### src/rtl/de_scoreboard.sv
// Register-hazard scoreboard for the decode stage: one pending-write counter per
// architectural register, released by any number of writeback and squash ports.
module de_scoreboard #(
  parameter int unsigned NREGS      = 32,
  parameter int unsigned REGNOBITS  = 5,
  parameter int unsigned CNTW       = 2,
  parameter int unsigned NUM_WB     = 1,
  parameter int unsigned NUM_CANCEL = 1,
  parameter int unsigned WB_BYPASS  = 0
) (
  input  logic                             clk,
  input  logic                             reset,
  input  logic                             issue_valid,
  input  logic [REGNOBITS-1:0]             rs1,
  input  logic                             use_rs1,
  input  logic [REGNOBITS-1:0]             rs2,
  input  logic                             use_rs2,
  input  logic [REGNOBITS-1:0]             rd,
  input  logic                             wr_reg,
  input  logic                             ext_stall,
  input  logic [NUM_WB-1:0]                wb_valid,
  input  logic [NUM_WB*REGNOBITS-1:0]      wb_regno,
  input  logic [NUM_CANCEL-1:0]            cancel_valid,
  input  logic [NUM_CANCEL*REGNOBITS-1:0]  cancel_regno,
  output logic                             stall_out,
  output logic                             issue_fire,
  output logic [NREGS-1:0]                 busy_vec,
  output logic                             err_underflow
);

  localparam int unsigned RELW = $clog2(NUM_WB + NUM_CANCEL + 1);
  localparam int unsigned SUMW = CNTW + RELW + 1;
  localparam logic [CNTW-1:0] CntMax = '1;

  logic [CNTW-1:0]  cnt_q [NREGS];
  logic [CNTW-1:0]  cnt_d [NREGS];
  logic [RELW-1:0]  rel   [NREGS];
  logic [NREGS-1:0] busy_eff;
  logic [NREGS-1:0] inc;
  logic [SUMW-1:0]  sum;
  logic             rs1_busy, rs2_busy, rd_full;
  logic             hazard, full;
  logic             err_q, err_d;

  // Count releases per register; r0 and out-of-range indices never match.
  always_comb begin
    for (int unsigned r = 0; r < NREGS; r++) rel[r] = '0;
    for (int unsigned p = 0; p < NUM_WB; p++) begin
      for (int unsigned r = 1; r < NREGS; r++) begin
        if (wb_valid[p] && wb_regno[p*REGNOBITS +: REGNOBITS] == REGNOBITS'(r)) begin
          rel[r] = rel[r] + RELW'(1);
        end
      end
    end
    for (int unsigned p = 0; p < NUM_CANCEL; p++) begin
      for (int unsigned r = 1; r < NREGS; r++) begin
        if (cancel_valid[p] && cancel_regno[p*REGNOBITS +: REGNOBITS] == REGNOBITS'(r)) begin
          rel[r] = rel[r] + RELW'(1);
        end
      end
    end
  end

  always_comb begin
    for (int unsigned r = 0; r < NREGS; r++) begin
      if (WB_BYPASS != 0) begin
        busy_eff[r] = SUMW'(cnt_q[r]) > SUMW'(rel[r]);
      end else begin
        busy_eff[r] = cnt_q[r] != '0;
      end
    end
  end

  always_comb begin
    rs1_busy = 1'b0;
    rs2_busy = 1'b0;
    rd_full  = 1'b0;
    for (int unsigned r = 0; r < NREGS; r++) begin
      if (rs1 == REGNOBITS'(r)) rs1_busy = busy_eff[r];
      if (rs2 == REGNOBITS'(r)) rs2_busy = busy_eff[r];
      if (rd == REGNOBITS'(r))  rd_full  = cnt_q[r] == CntMax;
    end
  end

  assign hazard     = issue_valid & ((use_rs1 & (rs1 != '0) & rs1_busy) |
                                     (use_rs2 & (rs2 != '0) & rs2_busy));
  assign full       = issue_valid & wr_reg & (rd != '0) & rd_full;
  assign stall_out  = ext_stall | hazard | full;
  assign issue_fire = issue_valid & ~stall_out;

  always_comb begin
    for (int unsigned r = 0; r < NREGS; r++) begin
      inc[r] = issue_fire & wr_reg & (rd == REGNOBITS'(r)) & (r != 0);
    end
  end

  always_comb begin
    err_d = err_q;
    sum   = '0;
    for (int unsigned r = 0; r < NREGS; r++) begin
      sum = SUMW'(cnt_q[r]) + SUMW'(inc[r]) - SUMW'(rel[r]);
      if (sum[SUMW-1]) begin
        cnt_d[r] = '0;
        err_d    = 1'b1;
      end else if (sum[SUMW-2:CNTW] != '0) begin
        // Unreachable while full blocks issue at the maximum count.
        cnt_d[r] = CntMax;
      end else begin
        cnt_d[r] = sum[CNTW-1:0];
      end
    end
  end

  always_ff @(posedge clk or negedge reset) begin
    if (!reset) begin
      for (int unsigned r = 0; r < NREGS; r++) cnt_q[r] <= '0;
      err_q <= 1'b0;
    end else begin
      for (int unsigned r = 0; r < NREGS; r++) cnt_q[r] <= cnt_d[r];
      err_q <= err_d;
    end
  end

  always_comb begin
    for (int unsigned r = 0; r < NREGS; r++) busy_vec[r] = cnt_q[r] != '0;
  end

  assign err_underflow = err_q;

endmodule

### config.mk
export PLATFORM = sky130hd
export DESIGN_NAME = de_scoreboard
export DESIGN_NICKNAME = d
export VERILOG_FILES = /design/src/rtl/de_scoreboard.sv
export SDC_FILE = /design/constraint.sdc
export NUM_CORES = 1
export LEC_CHECK = 0
export ABC_AREA = 1
export BUFFER_PORTS_ARGS = -buffer_cell sky130_fd_sc_hd__buf_4
export CORE_MARGIN = 2
export CORE_UTILIZATION = 54
export CTS_BUF_LIST = sky130_fd_sc_hd__clkbuf_8
export DETAILED_ROUTE_END_ITERATION = 10
export GPL_ROUTABILITY_DRIVEN = 0
export GPL_TIMING_DRIVEN = 0
export PLACE_DENSITY = 0.73
export SETUP_SLACK_MARGIN = 0.5
export SLEW_MARGIN = 20
export SYNTH_ARGS = -nofsm -noshare
export SYNTH_HDL_FRONTEND = slang
export SYNTH_SLANG_ARGS = --single-unit
### constraint.sdc
create_clock -name clk -period 9.6 [get_ports clk]
set_input_delay 0.48 -clock clk [delete_from_list [all_inputs] [get_ports clk]]
set_output_delay 0.48 -clock clk [all_outputs]
set_load 0.05 [all_outputs]
---- Yosys cells after proc, flatten, opt, wreduce, memory -nomap -nowiden ----
Index checks and enable logic that the tools add are counted.
word-level totals
  input bits .............................. 34
  RAM bits ................................ 0
  memories ................................ 0
  bits in latches ......................... 0
  output and inout bits ................... 35
  register bits ........................... 63
  memory bits (read-only) ................. 0
cells by class
  multiplexer cells ....................... 248
  add/subtract/negate cells ............... 93
  $mul .................................... 0
  reductions and logical operators ........ 128
  bitwise logic cells ..................... 45
  magnitude comparators ................... 0
  div/mod/pow operators ................... 0
  equality and inequality tests ........... 186
  shift operators ......................... 0
operators with widths
  operator               number
  $eq A5 B5 Y1 const B   80
  $eq A5 B4 Y1 const B   40
  $mux W2                93
  $mux W1                155
  $reduce_bool A2 Y1     62
  $sub A3 B2 Y4          31
  $eq A5 B3 Y1 const B   20
  $add A2 B1 Y3          31
  $add A2 B1 Y2 const B  31
  $eq A2 B2 Y1 const B   31
  $logic_and A1 B1 Y1    62
  $eq A5 B2 Y1 const B   10
  $and A1 B1 Y1          41
  $reduce_bool A31 Y1    1
  $eq A5 B1 Y1 const B   5
  $reduce_bool A5 Y1     3
  $or A1 B1 Y1           3
  $not A1 Y1             1

---- Longest topological paths before layout ----
Gate-level depths: netlist of the first run.
  depth after elaboration ................. 74
  depth in mapped cells ................... 38
  depth with buffers taken out ............ 37

---- Worst setup path after synthesis of the first run ----
OpenSTA, ideal clock, no wires.
  path kind ............................... reg2reg
  start ................................... reg cnt_q[61] (netlist bit)
  end ..................................... reg err_q (netlist: err_underflow)
  buffers on the path ..................... 1
  cell stages (with the launch flop) ...... 38
  arrival time ............................ 3.840 ns
  slack ................................... 5.620 ns
  path through ............................ dfrtp_1 -> inv_1 -> nand2_1 -> nand3_1 -> nand2_1 -> nor2_1 -> nand3_1 -> nand2_1 -> nand4_1 -> nand2_1 -> nand3_1 -> nand2_1 -> nand3_1 -> nand2_1 -> nand3_1 -> nand2_1 -> nand3_1 -> nand2_1 -> [... 2 more ...] -> nand3_1 -> nand2_1 -> nand2_1 -> nand2_1 -> nand2_1 -> nand2_1 -> nand2_1 -> nand2_1 -> buf_4 -> nand4_1 -> ha_1 -> fa_1 -> nor2_1 -> nand2_1 -> nand2_1 -> nand4_1 -> nor4_1 -> nand4_1
between the ends
  word-level cells in the longest chain between the ends .. 73
ends and longest elaborated chain
  element                                           line    text
  start, declared                                   35      logic [CNTW-1:0] cnt_q [NREGS];
  $reduce_bool A2 Y1 (*)                            -
  net busy_vec[1]                                   27      output logic [NREGS-1:0] busy_vec,
  $mux W1, on equally long branches (31 in series)  79, 80
  $and A1 B1 Y1, on equally long branches           85, 86
  $or A1 B1 Y1 (*)                                  85      assign hazard = issue_valid & ((use_rs1 & (rs1 != '0) & rs1_busy) |
  $and A1 B1 Y1 (*)                                 85
  $or A1 B1 Y1 (*) (2 in series)                    88      assign stall_out = ext_stall | hazard | full;
  $not A1 Y1 (*)                                    89      assign issue_fire = issue_valid & ~stall_out;
  $and A1 B1 Y1 (*)                                 89
  $and A1 B1 Y1 (*)                                 93      inc[r] = issue_fire & wr_reg & (rd == REGNOBITS'(r)) & (r != 0);
  $and A1 B1 Y1                                     93
  $add A2 B1 Y3                                     101     sum = SUMW'(cnt_q[r]) + SUMW'(inc[r]) - SUMW'(rel[r]);
  $sub A3 B2 Y4                                     101
  $mux W1 (30 in series)                            102     if (sum[SUMW-1]) begin
  end signal, assigned                              120     err_q <= err_d;
  end, declared                                     43      logic err_q, err_d;
The timed path passes the listed nets; every way through them passes the cells marked *.
A chain may end at the register's enable or synchronous reset.

---- Worst setup path in the final report of the first run ----
  start ................................... in rd[0]
  end ..................................... reg err_q (netlist: err_underflow)
between the ends
  word-level cells in the longest chain between the ends .. 70
ends and longest elaborated chain
  element                      line    text
  start, declared              18      input logic [REGNOBITS-1:0] rd,
  $eq A5 B1 Y1                 81, 93
  $mux W1 (31 in series)       81      if (rd == REGNOBITS'(r)) rd_full = cnt_q[r] == CntMax;
  $and A1 B1 Y1                87      assign full = issue_valid & wr_reg & (rd != '0) & rd_full;
  $or A1 B1 Y1                 88
  $not A1 Y1                   89
  $and A1 B1 Y1                89
  $and A1 B1 Y1 (2 in series)  93
  $add A2 B1 Y3                101
  $sub A3 B2 Y4                101
  $mux W1 (30 in series)       102
Several ways; a longest one is shown, not always the timed one.

==> flow_metrics.tcl, run 1 <==
set metrics [dict create \
    ys_seq_area_frac 0.182 \
    cts_resized 0 \
    setup_violations 0 \
    synthFlopType "dfrtp_1" \
    synthCells 1190 \
    syn_area_per_cell_um2 7.28 \
    whs_ns 0.212 \
    syn2layout_area_growth_pct 10.8 \
    status "completed" \
    clock_latency_ns 0.38 \
    first_pass_iters 5 \
    max_freq_ghz 0.190 \
    grt_pass1_wl_um 39800 \
    place.port_buffers 64 \
    ios 69 \
    fin_crit_sh 0.547 \
    dp_hpwl_um 20800 \
    wl_um 24600 \
    yosys_register_bits 63 \
    cp_slowest_cell "nor4_1" \
    ant_nets 0 \
    vias 8108 \
    synth_edf_count 0 \
    crit_top_cell "nand2_1" \
    leakage_uw 0.00489 \
    fp.dieW_um 131 \
    cts.path.max_buffers 2 \
    cts_tree "done" \
    async_reset_ff_frac 1.00 \
    tns_ns 0 \
    synth_area_um2 8670 \
    startpoint_type "input pin" \
    min_period_ns 5.25 \
    rsz0062_at_grt "no" \
    syn_nets 1410 \
    startpoint "rd[0]" \
    initialDrtViolationCount 784 \
    critPathMaxStageDelay_ns 0.66 \
    grt_max_degree 64 \
    grtUsageTotal 0.307 \
    clkTransAtPathRegs_ns 0.08 \
    wire_per_inst_um 16.5 \
    r2r_slack_ns 4.59 \
    power_per_cell_area_nw_per_um2 180 \
    nets 1485 \
    die_area_um2 17100 \
    fin_worst_skew_ns 0.0152 \
    cts_sinks 63 \
    die_h_um 131 \
    drive_above_1_share 0.0938 \
    numCtsBuffers 9 \
    synth.distinct_cells 34 \
    ir_drop_v 0.000137 \
    finalHoldViolCount 0 \
    crit_required_ns 9.83 \
    viasPerCell 5.46 \
    grt.overflow.total 0 \
    start_util 0.550 \
    crit_type "in2reg" \
    crit_path_max_fanout 10 \
    htree_levels 3 \
    crit_path_end "err_underflow" \
    tightestPinTransition_ns 0.885 \
    yosysWarnings 0 \
    slew_viol_final 0 \
    grt_pass1_vias 8188 \
    reg2reg_from "cnt_q[53]" \
    num_rows 46 \
    post-cts-setup-buffers 0 \
    ctsHoldBuffers 0 \
    maxSlewHeadroom 0.410 \
    worstRegToRegCells 36 \
    end_kind "flip-flop" \
    cts_root_buffer "clkbuf_8" \
    drc 0 \
    arrival_ns 5.48 \
    antenna_found_initial 1 \
    fp.coreArea_um2 15800 \
    regToRegEndpoint "err_underflow" \
    hold_path_class "in2async" \
    maxCapViolCount 0 \
]
==> report_power, final <==
group / switching [µW] / internal [µW] / total, µW
clock network: 119 / 113 / 232
logic: 597 / 395 / 991
registers: 115 / 394 / 508
==> cells by family after synthesis <==
family,count (synthesis),synth area share
buf+inv,311,0.140
other cells,1,0.000433
fa+ha+maj,186,0.322
simple gates,483,0.246
compound gates,115,0.0785
flops,63,0.182
xor+xnor,31,0.0313
==> cell type report <==
class                      instances  area [µm²]
antenna                            1        2.50
buffer                            24         138
clock buffer                      12         165
clock inverter                     3        17.5
fill                            1521        6170
inverter                         287        1080
multi-input combinational        816        5880
sequential                        63        1580
tap                              216         270
timing repair buffer              64         480
==> flip-flops by register name, summed over array words and instances, names as in the netlist <==
register       flops
cnt_q             62
err_underflow      1
==> metal layers <==
metal	vias to the layer above	part of all wire	track usage
li1	3905	-	-
met1	3783	0.41	0.395
met2	345	0.44	0.478
met3	75	0.099	0.0786
met4	0	0.054	0.162
met5	-	0	0
==> worst min path at each step <==
stage / startpoint / to / slack [ns]
4_1_cts: reset / cnt_q[54] / 0.24
2_1_floorplan: reset / cnt_q[0] / 0.18
6_report: reset / cnt_q[54] / 0.21
3_5_place_dp: err_underflow / err_underflow / 0.59
5_1_grt: reset / cnt_q[55] / 0.28
3_3_place_gp: err_underflow / err_underflow / 0.59
==> metrics by stage <==
| stage | setup WS, ns | cells | utilization | power (µW) | area [µm²] |
|---|---|---|---|---|---|
| finish | 4.35 | 1486 | 0.609 | 1730 | 9600 |
| detailed placement | 4.05 | 1470 | 0.597 | 1500 | 9420 |
| global route | 4.03 | 1485 | 0.609 | 1920 | 9600 |
| CTS | 4.46 | 1485 | 0.609 | 1740 | 9600 |
| global placement | 4.09 | 1470 | 0.597 | 1450 | 9420 |
| floorplan | 5.62 | 1190 | - | 1220 | 8670 |
==> critical path, delay by kind of cell <==
family | cells | cell delay, ns
adder cells (fa/ha/maj) | 2 | 0.67
buffers and inverters | 3 | 0.41
AND/OR/NAND/NOR | 26 | 3.49
AO/OA/AOI/OAI | 3 | 0.40
==> placed cells by master, fill, tap and decap left out <==
cell type,count
inv_1,283
a21oi_1,3
nor3_1,16
clkinv_2,2
o41ai_1,1
nand3_2,1
or3_1,1
nor3_2,1
nor4_1,8
o2111ai_1,6
xnor2_1,31
inv_2,4
a31o_2,5
clkbuf_8,12
fa_1,62
dfrtp_1,63
or4_1,4
buf_2,2
nor2_4,1
o21ai_0,74
conb_1,1
nand4_1,53
ha_1,124
a21boi_0,15
diode_2,1
a21oi_4,1
buf_4,70
clkinvlp_4,1
o21ai_1,1
nor2_1,158
clkbuf_1,11
nand2_1,172
buf_1,2
or2_2,12
buf_6,3
nand3_1,52
nor2_2,4
a31oi_1,9
==> cell usage after synthesis (2+ instances only) <==
cell type | number | area (µm²)
a21oi_1 | 3 | 15.0
buf_4 | 6 | 45.0
nor2_1 | 158 | 593
o21ai_0 | 74 | 370
buf_1 | 2 | 7.51
nor4_1 | 8 | 50.1
nand2_1 | 172 | 646
nor3_1 | 16 | 80.1
clkbuf_1 | 11 | 41.3
nand4_1 | 53 | 332
o2111ai_1 | 6 | 52.6
ha_1 | 124 | 1550
or4_1 | 4 | 30.0
inv_2 | 4 | 15.0
a21boi_0 | 15 | 113
inv_1 | 283 | 1060
nor2_2 | 4 | 25.0
nand3_1 | 52 | 260
or2_2 | 12 | 75.1
a31o_2 | 5 | 43.8
xnor2_1 | 31 | 272
buf_6 | 3 | 33.8
a31oi_1 | 9 | 56.3
buf_2 | 2 | 10.0
dfrtp_1 | 63 | 1580
fa_1 | 62 | 1240
(Power assumes the default switching activity.)
==> inputs of run 2 (changes only) <==
Clock period 9.6 ns to 5.3 ns, I/O delays scaled along.
==> run 2 against run 1 <==
Net effect: the flow now finishes with violations (negative hold slack); non-clock buffer count increased by 10; worst setup slack worse by 3.8 ns; sequential power grew 81%; critical path depth did not move; sequential share of layout area decreased by 0.25 points; global-route usage unchanged; largest cell class unchanged.
==> flow_metrics.tcl, run 2 (same netlist as run 1, synthesis figures left out) <==
set metrics [dict create \
    grt_pass1_wl_um 39800 \
    path_buf_inv 2 \
    fp.coreArea_um2 15800 \
    tightestPinTransition_ns 0.879 \
    wl_um 24700 \
    start_util 0.550 \
    first_pass_iters 6 \
    cts.path.max_buffers 2 \
    die_h_um 131 \
    nets 1495 \
    crit_family "simple AND/OR/NAND/NOR gates" \
    htree_levels 3 \
    wire_per_inst_um 16.6 \
    grtUsageTotal 0.307 \
    crit_top_cell "nand2_1" \
    maxCapViolCount 0 \
    ctsHoldBuffers 0 \
    cp_slowest_cell "fa_1" \
    tns_ns 0 \
    drc 0 \
    max_freq_ghz 0.212 \
    diodes 0 \
    leakage_uw 0.00496 \
    rsz0062_at_grt "yes" \
    clkTransAtPathRegs_ns 0.08 \
    critPathMaxStageDelay_ns 0.43 \
    vias 8124 \
    cts_tree "done" \
    layout_commonest_cell "inv_1" \
    crit_required_ns 5.54 \
    grt_pass1_vias 8188 \
    arrival_ns 4.97 \
    design_area_um2 9750 \
    place_area_um2 9420 \
    violations "negative hold slack" \
    setup_violations 0 \
    ir_drop_v 0.000249 \
    min_period_ns 4.72 \
    clock_latency_ns 0.39 \
    power_per_cell_area_nw_per_um2 326 \
    top_register "cnt_q" \
    numCtsBuffers 9 \
    cts_sinks 63 \
    grt.overflow.total 0 \
    startpoint_type "flip-flop" \
    largest_reg_flops 62 \
    die_area_um2 17100 \
    slew_viol_final 0 \
    syn2layout_area_growth_pct 12.5 \
    ios 69 \
    antenna_found_initial 1 \
    status "finished, violations left" \
    final_cell_mix "inv_1, nand2_1, nor2_1, ha_1, buf_4" \
    total_power_uw 3180 \
    finalHoldViolCount 5 \
    viasPerCell 5.43 \
    fp.dieW_um 131 \
    dp_hpwl_um 20800 \
    ant_nets 0 \
    crit_path_max_fanout 10 \
    end_kind "flip-flop" \
    fin_crit_sh 0.891 \
    fin_worst_skew_ns 0.0175 \
    cts_root_buffer "clkbuf_8" \
    maxSlewHeadroom 0.414 \
    initialDrtViolationCount 796 \
    place.port_buffers 64 \
    drive_above_1_share 0.117 \
    whs_ns -0.00745 \
    num_rows 46 \
    crit_type "reg2reg" \
    grt_max_degree 64 \
    hold_path_class "in2async" \
]
## run 2: changes by cell type in the layout (fill, tap and decap cells not counted), moves of 3 or more
cell and delta:
a21boi_0 -3, ha_1 -4, ha_2 +4, nand2_1 -8, a21boi_1 +3, nand2_2 +8, buf_4 +8, nand3_1 -3
nand3_2 +3
## run 2: layout make-up
class / instances / area [µm²]
clock buffers: 12 / 165
fillers: 1508 / 6020
repair buffers: 74 / 553
clock inverters: 3 / 17.5
inverters: 287 / 1080
multi-input cells: 816 / 5950
well taps: 216 / 270
flip-flops and latches: 63 / 1580
plain buffers: 24 / 141
## run 2: worst paths after layout
check,endpoint,start,cells past startpoint,slack [ns]
max in group asynchronous,cnt_q[4],reset,1,4.72
setup / recovery,err_underflow,cnt_q[61],34,0.58
min in group clk,err_underflow,err_underflow,2,0.60
setup reg to reg,err_underflow,cnt_q[61],34,0.58
hold reg to reg,err_underflow,err_underflow,2,0.60
hold / removal,cnt_q[54],reset,1,-0.007
## run 2: power by group
part | switching [µW] | total, µW | internal [µW]
registers | 209 | 922 | 713
clock network | 220 | 424 | 204
logic | 1100 | 1830 | 737
total | 1520 | 3180 | 1650
## run 2: layer usage
layer | global-route usage | routed length, µm | vias up | share of wire
met5 | 0 | 0 | - | 0
met4 | 0.162 | 1430 | 0 | 0.058
met3 | 0.0786 | 2200 | 89 | 0.089
met2 | 0.478 | 10900 | 317 | 0.44
met1 | 0.395 | 10200 | 3787 | 0.41
li1 | - | - | 3931 | -
## run 2: worst reg2reg max path: cells and delay by family (launching register included)
| family | cells | cell delay [ns] |
|---|---|---|
| AOI/OAI and AO/OA | 1 | 0.27 |
| buffers and inverters | 2 | 0.31 |
| DFF | 1 | 0.41 |
| and+or+nand+nor | 29 | 2.94 |
| adders and majority gates | 2 | 0.68 |
## run 2: through the flow
step                std cells  worst slack [ns]  utilization  hold slack [ns]
global route             1495             0.360        0.619           0.0635
finish                   1495             0.579        0.619         -0.00745
detailed placement       1470           -0.0302        0.597            0.437
CTS                      1485             0.552        0.609           0.0219
floorplan                1190              1.32            -          -0.0306
global placement         1470           0.00221        0.597            0.435
## run 2: what timing repair did
action / CTS / global route
setup endpoints to repair: 1 / 1
pin swaps: 0 / 18
resized for setup: 1 / 27
buffers inserted: 0 / 9
cloned: 0 / 1
==> inputs of run 3 (changes only) <==
Settings changed: CTS_BUF_LIST sky130_fd_sc_hd__clkbuf_8 to sky130_fd_sc_hd__clkbuf_16.
==> run 3 against run 2 <==
Net effect: clock power up 29%; via count is 1.7% higher; first-iteration DRC count up 6.7%; largest power group unchanged; the run now ends clean; clock skew decreased by 0.0086 ns; final cell count up 0.67%.
==> flow_metrics.tcl, run 3 (same netlist as run 1, synthesis figures left out) <==
set metrics [dict create \
    ant_nets 0 \
    finalHoldViolCount 0 \
    design_area_um2 9910 \
    whs_ns 0.0303 \
    final_cell_mix "inv_1, nand2_1, nor2_1, ha_1, buf_4" \
    drc 0 \
    crit_required_ns 5.50 \
    rsz0062_at_grt "yes" \
    r2r_slack_ns 0.54 \
    tns_ns 0 \
    maxSlewHeadroom 0.409 \
    power_per_cell_area_nw_per_um2 336 \
    grt.overflow.total 0 \
    status "completed" \
    htree_levels 3 \
    die_h_um 131 \
    clock_latency_ns 0.36 \
    top_register "cnt_q" \
    dp_hpwl_um 20800 \
    cp_slowest_cell "fa_1" \
    syn2layout_area_growth_pct 14.3 \
    num_rows 46 \
    critPathMaxStageDelay_ns 0.43 \
    regToRegEndpoint "err_underflow" \
    tightestPinTransition_ns 0.887 \
    nets 1504 \
    startpoint_type "flip-flop" \
    fin_crit_sh 0.897 \
    end_kind "flip-flop" \
    fp.coreArea_um2 15800 \
    hold_path_class "in2async" \
    crit_path_max_fanout 10 \
    antenna_found_initial 1 \
    place_area_um2 9420 \
    slew_viol_final 0 \
    viasPerCell 5.49 \
    leakage_uw 0.00503 \
    grt_pass1_vias 8212 \
    maxCapViolCount 0 \
    drive_above_1_share 0.125 \
    numCtsBuffers 9 \
    grtUsageTotal 0.310 \
    crit_type "reg2reg" \
    ctsHoldBuffers 0 \
    fp.dieW_um 131 \
    grt_pass1_wl_um 40000 \
    vias 8262 \
    setup_violations 0 \
    fin_worst_skew_ns 0.00887 \
    cts_sinks 63 \
    layout_commonest_cell "inv_1" \
    grt_max_degree 64 \
    ios 69 \
    clkTransAtPathRegs_ns 0.06 \
    largest_reg_flops 62 \
    worstRegToRegCells 34 \
    initialDrtViolationCount 849 \
    total_power_uw 3330 \
    cts.path.max_buffers 2 \
    reg2reg_from "cnt_q[61]" \
    wl_um 25200 \
    cts_tree "done" \
    wire_per_inst_um 16.8 \
    cts_root_buffer "clkbuf_16" \
    min_period_ns 4.76 \
    crit_top_cell "nand2_1" \
    first_pass_iters 6 \
    ir_drop_v 0.000295 \
    place.port_buffers 64 \
    start_util 0.550 \
    max_freq_ghz 0.210 \
    die_area_um2 17100 \
    arrival_ns 4.95 \
]
-- run 3: cell count changes in the layout (fill, tap and decap cells not counted), sizes merged --
cell,change
buf,+9
clkbuf,-3
clkinv,+3
diode,+1
-- run 3: worst max-delay path by stage --
| stage | end | depth (start not counted) | slack, ns | start |
|---|---|---|---|---|
| final | err_underflow | 34 | 0.54 | cnt_q[61] |
| after global routing | err_underflow | 34 | 0.33 | cnt_q[56] |
| after CTS | err_underflow | 36 | 0.55 | cnt_q[53] |
| after detailed placement | err_underflow | 34 | -0.03 | rd[0] |
| after global placement | err_underflow | 34 | 0.002 | rd[0] |
| after floorplan | err_underflow | 37 | 1.32 | cnt_q[61] |
-- run 3: worst max-delay path: cells and delay by family (launching register included) --
kind | cells | cell delay (ns)
and+or+nand+nor | 29 | 2.98
adders and majority gates | 2 | 0.66
DFF | 1 | 0.41
buffers and inverters | 2 | 0.30
AOI/OAI and AO/OA | 1 | 0.24
-- run 3: power by group --
| group | internal [µW] | switching, µW | total [µW] |
|---|---|---|---|
| clock | 307 | 240 | 547 |
| combinational | 754 | 1110 | 1860 |
| sequential | 715 | 208 | 923 |
-- run 3: metal layers --
layer	vias to the layer above	global-route usage	wire (µm)
met5	-	0.0294	68
met4	2	0.170	1470
met3	91	0.0786	2470
met2	372	0.480	11200
met1	3846	0.396	10000
li1	3951	-	-
-- run 3: timing repair --
item,4_1_cts,5_1_grt
gates cloned,0,2
setup endpoints to repair,1,1
setup buffers,0,17
resized for setup,1,34
pin swaps,0,24
hold endpoints to repair,0,0
-- run 3: per-stage QoR --
stage	util	setup WS (ns)	std cells
after floorplan	-	1.32	1190
after global placement	0.597	0.00221	1470
after detailed placement	0.597	-0.0302	1470
after CTS	0.614	0.555	1485
after global routing	0.628	0.333	1504
final	0.629	0.544	1505
-- run 3: layout make-up --
class / instances / area (µm²)
plain buffers: 24 / 145
flip-flops and latches: 63 / 1580
well taps: 216 / 270
repair buffers: 83 / 621
multi-input cells: 816 / 5970
fillers: 1490 / 5860
diodes: 1 / 2.50
clock inverters: 6 / 28.8
inverters: 287 / 1080
clock buffers: 9 / 225
